--- config.mk ---
export PLATFORM = sky130hd
export DESIGN_NAME = regfile_wb_scheduler
export DESIGN_NICKNAME = d
export VERILOG_FILES = /design/src/rtl/rf_pkg.sv /design/src/rtl/wb_rr_arbiter.sv /design/src/rtl/regfile_wb_scheduler.sv
export SDC_FILE = /design/constraint.sdc
export NUM_CORES = 1
export LEC_CHECK = 0
export CORE_MARGIN = 5
export CORE_UTILIZATION = 49
export CTS_CLUSTER_SIZE = 40
export DETAILED_ROUTE_END_ITERATION = 6
export GPL_ROUTABILITY_DRIVEN = 0
export GPL_TIMING_DRIVEN = 0
export PLACE_DENSITY = 0.87
export REMOVE_ABC_BUFFERS = 1
export SLEW_MARGIN = 5
export SYNTH_ARGS = -nofsm -noshare
export SYNTH_HDL_FRONTEND = slang
export SYNTH_SLANG_ARGS = --single-unit
--- constraint.sdc ---
create_clock -name clk -period 8.67 [get_ports clk]
set_input_delay 1.734 -clock clk [delete_from_list [all_inputs] [get_ports clk]]
set_output_delay 1.734 -clock clk [all_outputs]
set_load 0.02 [all_outputs]
--- src/rtl/rf_pkg.sv ---
// Shared widths, writeback source encoding and write payload for the
// register bank writeback path.
package rf_pkg;

  localparam int unsigned NREGS = 32;
  localparam int unsigned AW    = 5;
  localparam int unsigned DW    = 32;

  typedef enum logic {
    WB_ALU = 1'b0,
    WB_MEM = 1'b1
  } wb_src_t;

  typedef struct packed {
    logic [AW-1:0] addr;
    logic [DW-1:0] data;
  } rf_wr_t;

endpackage

--- src/rtl/wb_rr_arbiter.sv ---
// Two-requester round-robin arbiter for the bank write port; the registered
// pointer remembers the last source granted.
module wb_rr_arbiter
  import rf_pkg::*;
(
  input  logic clk,
  input  logic reset,
  input  logic req_alu,
  input  logic req_mem,
  output logic gnt_alu_c,
  output logic gnt_mem_c
);

  wb_src_t last_q;

  // Out of reset the pointer reads as "MEM last", so ALU wins the first tie.
  always_comb begin
    gnt_alu_c = req_alu && (!req_mem || (last_q == WB_MEM));
    gnt_mem_c = req_mem && !gnt_alu_c;
  end

  always_ff @(posedge clk or posedge reset) begin
    if (reset) begin
      last_q <= WB_MEM;
    end else if (gnt_alu_c) begin
      last_q <= WB_ALU;
    end else if (gnt_mem_c) begin
      last_q <= WB_MEM;
    end
  end

endmodule

--- src/rtl/regfile_wb_scheduler.sv ---
// Issue scoreboard and write-port scheduler for the register bank: stalls
// decode on RAW/WAW hazards and funnels ALU/MEM writebacks onto one port.
module regfile_wb_scheduler
  import rf_pkg::*;
#(
  parameter int unsigned NREGS = rf_pkg::NREGS,
  parameter int unsigned AW    = rf_pkg::AW,
  parameter int unsigned DW    = rf_pkg::DW
) (
  input  logic             clk,
  input  logic             reset,
  input  logic             issue_valid,
  input  logic [AW-1:0]    issue_src_a,
  input  logic [AW-1:0]    issue_src_b,
  input  logic             issue_use_a,
  input  logic             issue_use_b,
  input  logic [AW-1:0]    issue_dst,
  input  logic             issue_wr,
  output logic             issue_stall,
  input  logic             alu_wb_valid,
  input  logic [AW-1:0]    alu_wb_addr,
  input  logic [DW-1:0]    alu_wb_data,
  output logic             alu_wb_ready,
  input  logic             mem_wb_valid,
  input  logic [AW-1:0]    mem_wb_addr,
  input  logic [DW-1:0]    mem_wb_data,
  output logic             mem_wb_ready,
  output logic             rf_write,
  output logic [AW-1:0]    rf_addr_d,
  output logic [DW-1:0]    rf_data,
  output logic [NREGS-1:0] busy_mask,
  output logic             wb_err
);

  logic [NREGS-1:0] busy;
  logic [NREGS-1:0] busy_nxt;
  logic             issue_acc;
  logic             wb_fire;
  logic             wb_to_reg;
  rf_wr_t           wb_sel;

  wb_rr_arbiter u_arb (
    .clk       (clk),
    .reset     (reset),
    .req_alu   (alu_wb_valid),
    .req_mem   (mem_wb_valid),
    .gnt_alu_c (alu_wb_ready),
    .gnt_mem_c (mem_wb_ready)
  );

  // Hazard check sees only the registered scoreboard; a clear lands one cycle later.
  always_comb begin
    issue_stall = issue_valid &&
                  ((issue_use_a && busy[issue_src_a]) ||
                   (issue_use_b && busy[issue_src_b]) ||
                   (issue_wr    && busy[issue_dst]));
    issue_acc   = issue_valid && !issue_stall;
  end

  always_comb begin
    wb_sel.addr = mem_wb_addr;
    wb_sel.data = mem_wb_data;
    if (alu_wb_ready) begin
      wb_sel.addr = alu_wb_addr;
      wb_sel.data = alu_wb_data;
    end
    wb_fire   = alu_wb_ready || mem_wb_ready;
    wb_to_reg = wb_fire && (wb_sel.addr != '0);
  end

  // Clear on commit, then set on issue so a same-edge collision leaves the bit set.
  always_comb begin
    busy_nxt = busy;
    if (rf_write) begin
      busy_nxt[rf_addr_d] = 1'b0;
    end
    if (issue_acc && issue_wr && (issue_dst != '0)) begin
      busy_nxt[issue_dst] = 1'b1;
    end
    busy_nxt[0] = 1'b0;
  end

  always_ff @(posedge clk or posedge reset) begin
    if (reset) begin
      busy      <= '0;
      rf_write  <= 1'b0;
      rf_addr_d <= '0;
      rf_data   <= '0;
      wb_err    <= 1'b0;
    end else begin
      busy     <= busy_nxt;
      rf_write <= wb_to_reg;
      if (wb_to_reg) begin
        rf_addr_d <= wb_sel.addr;
        rf_data   <= wb_sel.data;
        if (!busy[wb_sel.addr]) begin
          wb_err <= 1'b1;
        end
      end
    end
  end

  assign busy_mask = busy;

endmodule

; ---- Word level (Yosys, flattened, before mapping)
; Cells that the tools add are included.
[word_totals]
ff_bits = 71
out_inout_bits = 74
elab_cells = 57
[op_classes]
magnitude_cmp = 7
n_bitwise = 4
muxes = 17
reduce_logical = 23
[op_table]
columns = operator, n
row1 = 2-to-1 mux 32 bit, 2
row2 = 2-to-1 mux 37 bit, 1
row3 = bitwise AND 32 bit, 1
row4 = inverter 32 bit, 1
row5 = bitwise OR 32 bit, 1
row6 = "less-than comparator 5 x 6 -> 1 bit, second input constant", 5
row7 = binary-select mux 1 bit (select 5 bit), 4
row8 = logical AND 1 bit, 12
row9 = demux 1 bit (select 5 bit), 2
row10 = "greater-or-equal comparator 5 x 1 -> 1 bit, second input constant", 2
row11 = nonzero test 5 bit, 2
row12 = 2-to-1 mux 1 bit, 8
row13 = logical OR 1 bit, 4
row14 = zero test 1 bit, 3
row15 = AND reduction 2 bit, 1
row16 = nonzero test 2 bit, 1
row17 = inverter 1 bit, 1

; ---- Longest topological paths before layout
[depth]
ltp_word = 11
depth_mapped = 9

; ---- By module
; From an unflattened synthesis, not the netlist that was laid out.
[hier_totals]
hier_cells = 431
area_unflattened_um2 = 4304.1
[modules_own_cells]
columns = mod, area_each_um2, cells_per_inst, instances
row1 = regfile_wb_scheduler, 4246.6, 424, 1
row2 = wb_rr_arbiter, 57.6, 7, 1

; ---- Least setup slack after synthesis
; Ideal clock, no wire load.
[synth_path]
kind = input to output
from = in issue_src_b[1]
to = out issue_stall
path_slack_ns = 3.395
stages = 9
path_buffers = 2
t_arrival_ns = 3.541
path_cell_list = buf_2 -> mux4_2 -> mux2_2 -> nand2_1 -> a31oi_1 -> nand4_1 -> o311ai_4 -> buf_2 -> o21a_1
[synth_via]
elab_chain_cells = 6
[synth_rtl]
columns = element, line
row1 = from (decl), regfile_wb_scheduler.sv:14  ; input logic [AW-1:0] issue_src_b,
row2 = binary-select mux 1 bit (select 5 bit), regfile_wb_scheduler.sv:55  ; (issue_use_b && busy[issue_src_b]) ||
row3 = 2-to-1 mux 1 bit (not written as such), regfile_wb_scheduler.sv:55
row4 = logical AND 1 bit, regfile_wb_scheduler.sv:55
row5 = logical OR 1 bit, regfile_wb_scheduler.sv:54  ; ((issue_use_a && busy[issue_src_a]) ||
row6 = logical OR 1 bit, regfile_wb_scheduler.sv:55
row7 = logical AND 1 bit, regfile_wb_scheduler.sv:53  ; issue_stall = issue_valid &&
row8 = to (decl), regfile_wb_scheduler.sv:19  ; output logic issue_stall,
; No other way between the ends. The select of a mux whose other input is x is not followed.

; ---- Worst setup path after layout
[layout_path]
from = in issue_dst[0]
to = out issue_stall
[layout_via]
elab_chain_cells = 5
[layout_rtl]
columns = element, line
row1 = from (decl), regfile_wb_scheduler.sv:17  ; input logic [AW-1:0] issue_dst,
row2 = binary-select mux 1 bit (select 5 bit), regfile_wb_scheduler.sv:56  ; (issue_wr && busy[issue_dst]));
row3 = 2-to-1 mux 1 bit (not written as such), regfile_wb_scheduler.sv:56
row4 = logical AND 1 bit, regfile_wb_scheduler.sv:56
row5 = logical OR 1 bit, regfile_wb_scheduler.sv:55
row6 = logical AND 1 bit, regfile_wb_scheduler.sv:53
; No other way between the ends. The select of a mux whose other input is x is not followed.

==> flow_summary.yaml <==
cells_and_area:
  area_growth_pct: 41.4
  nets: 714
  drive_gt1_share_pct: 11.6
  finalInstanceArea_sq_um: 6690
  fillCellCount: 673
  n_antenna_cell: 0
power:
  p_per_area_nw_per_um2: 251
  leakagePower_nw: 2.62
  p_total_mw: 1.68
  ir_worst_vdd_uv: 187
setup_path:
  worstReg2RegStart: "u_arb.last_q$_DFFE_PP1P_"
  critPathRequiredTime_ps: 6940
  crit_path_end_kind: "output port"
  crit_path_start: "issue_dst[0]"
  crit_type: "input pin to output port"
  crit_arrival_ps: 5470
  worstSetupStartpointType: "input pin"
  cp_max_fo: 17
status:
  outcome: "finished, final reports clean"
global_routing:
  overflow: 0
  grtUsageTotal_pct: 27.2
  grt_max_degree: 44
  grt_pass1_wl_microns: 24800
  grt_pass1_vias: 4828
  antenna_found_initial: 0
sta:
  rsz0062_at_grt: "false"
  relSlewSlack_pct: 22.9
  fin_hold_ws_ps: 470
  finalCritPeriodShare_pct: 83.1
  fmax_mhz: 139
  fin_ws_ps: 1470
  setup_tns_ps: 0
  final-hold-violation-count: 0
  drv_slew: 0
  setup_viol: 0
  period_needed_ps: 7200
  skew_ps: 7.03
  tightest_slew_ps: 1150
placed_design:
  portBuffers: 169
  place_area_sq_um: 6510
  hpwl_microns: 11700
  preCtsSetupSlack_ps: 1510
clock_tree:
  cts_tree: "done"
  holdBufCountCts: 0
  clkTransAtPathRegs_ps: 80
  post_cts_buffers: 0
  cts_max_path_buffers: 2
  root_buffer: "clkbuf_8"
  numCtsBuffers: 9
  clkLatencyLatePin_ps: 340
  ctsHtreeMaxLevel: 3
  cts_sinks: 71
  ctsResizeCount: 0
yosys:
  yosysSeqAreaShare_pct: 37.6
  ys_warn_count: 0
  synth-seq-cells: 71
  synth-edff-count: 0
  yosysMostFrequentCell: "o21ai_0"
  avgSynthCellArea_sq_um: 10.1
  yosysUniqueCellTypes: 55
  ys_dominant_reg_cell: "dfrtp_1"
  syn_inst: 469
  netlist_top_cells_area: "dfrtp_1 37%, mux4_2 11%, mux2i_1 9.7%"
  yosys.area.top_type_share_pct: 37.0
  netlist_top_cells_count: "72 x o21ai_0, 70 x dfrtp_1, 61 x nand2_1"
  syn_area_sq_um: 4730
  async_flop_share_pct: 100
  yosys.area.top_type: "dfrtp_1"
floorplan:
  initial_utilization_pct: 50.7
  row_count: 35
  die_w_microns: 108
  die_area_sq_um: 11700
  core-area_sq_um: 9330
  ioPinCount: 171
  die_height_microns: 108
detailed_routing:
  drtIter0Drc: 470
  wire_per_inst_microns: 21.0
  wl_microns: 15800
  final_antenna_net_count: 0
  drc: 0
  routed_via_density: 6.33
  first_pass_iters: 6
  vias: 4753
flow_run:
  cap_viol_max_count: 0
hold_path:
  hp-class: "register to register"
  min_from: "wb_err$_DFFE_PP0P_"
## layout make-up
cell class / count / area, sq um / area share, %
inverters: 9 / 36.3 / 0.542
clock inverters: 6 / 42.5 / 0.636
clock buffers: 10 / 138 / 2.06
flip-flops and latches: 71 / 1780 / 26.6
repair buffers: 173 / 1780 / 26.6
well taps: 129 / 161 / 2.41
multi-input cells: 353 / 2760 / 41.2
## critical path, cell delays in order
cell             delay (ps)
clkdlybuf4s50_1         880
mux4_2                  570
a22oi_1                 240
nand4_1                 740
buf_8                   450
and2_1                  170
o21a_1                  160
clkdlybuf4s50_1         530
## cells in the final DEF (no fill, tap or decap), types with 7 or more instances in the layout
cell type        count
mux2i_1             46
clkbuf_8            10
mux4_2              24
o31ai_1             17
inv_1                7
nand3b_1             7
nor2_1              10
clkdlybuf4s50_1    168
o21ai_0             72
nand2_1             61
o41ai_2             13
dfrtp_1             70
nand3_1             20
## registers in the layout (all words and copies together) (netlist names)
name / cells
rf_data: 32
wb_err: 1
rf_write: 1
u_arb.last_q: 1
busy_mask: 31
rf_addr_d: 5
## cells by family after synthesis
| group | synth area share, % |
|---|---|
| other cells | 0.0792 |
| simple gates | 13.9 |
| flops | 37.6 |
| buf+inv | 4.44 |
| compound gates | 22.1 |
| mux | 21.9 |
## power breakdown
| part | internal, mW | switching, mW | total [mW] |
|---|---|---|---|
| Combinational | 0.427 | 0.396 | 0.823 |
| Sequential | 0.425 | 0.184 | 0.610 |
| Clock | 0.113 | 0.133 | 0.246 |
| Total | 0.965 | 0.714 | 1.68 |
## routing by layer
| metal | part of all wire [%] | track usage (%) | vias up |
|---|---|---|---|
| met3 | 12 | 5.55 | 48 |
| met4 | 2.7 | 9.83 | 0 |
| met5 | 0 | 0 | - |
| li1 | - | - | 2080 |
| met1 | 35 | 34.4 | 2264 |
| met2 | 50 | 46.4 | 361 |
## stage by stage
stage | util [%] | std cells
after floorplan | - | 433
after global placement | 68.7 | 731
after detailed placement | 69.8 | 735
after CTS | 71.7 | 751
after global routing | 71.7 | 751
final | 71.7 | 751
## worst paths after layout
kind,end,slack (ps),cells after the start
max,issue_stall,1470,8
min,wb_err$_DFFE_PP0P_,470,1
max reg2reg,wb_err$_DFFE_PP0P_,5030,7
min reg2reg,wb_err$_DFFE_PP0P_,470,1
max in group asynchronous,u_arb.last_q$_DFFE_PP1P_,6280,3
min in group asynchronous,busy_mask[17]$_DFF_PP0_,1770,2
Note: power is estimated with default switching activity, not from simulation.
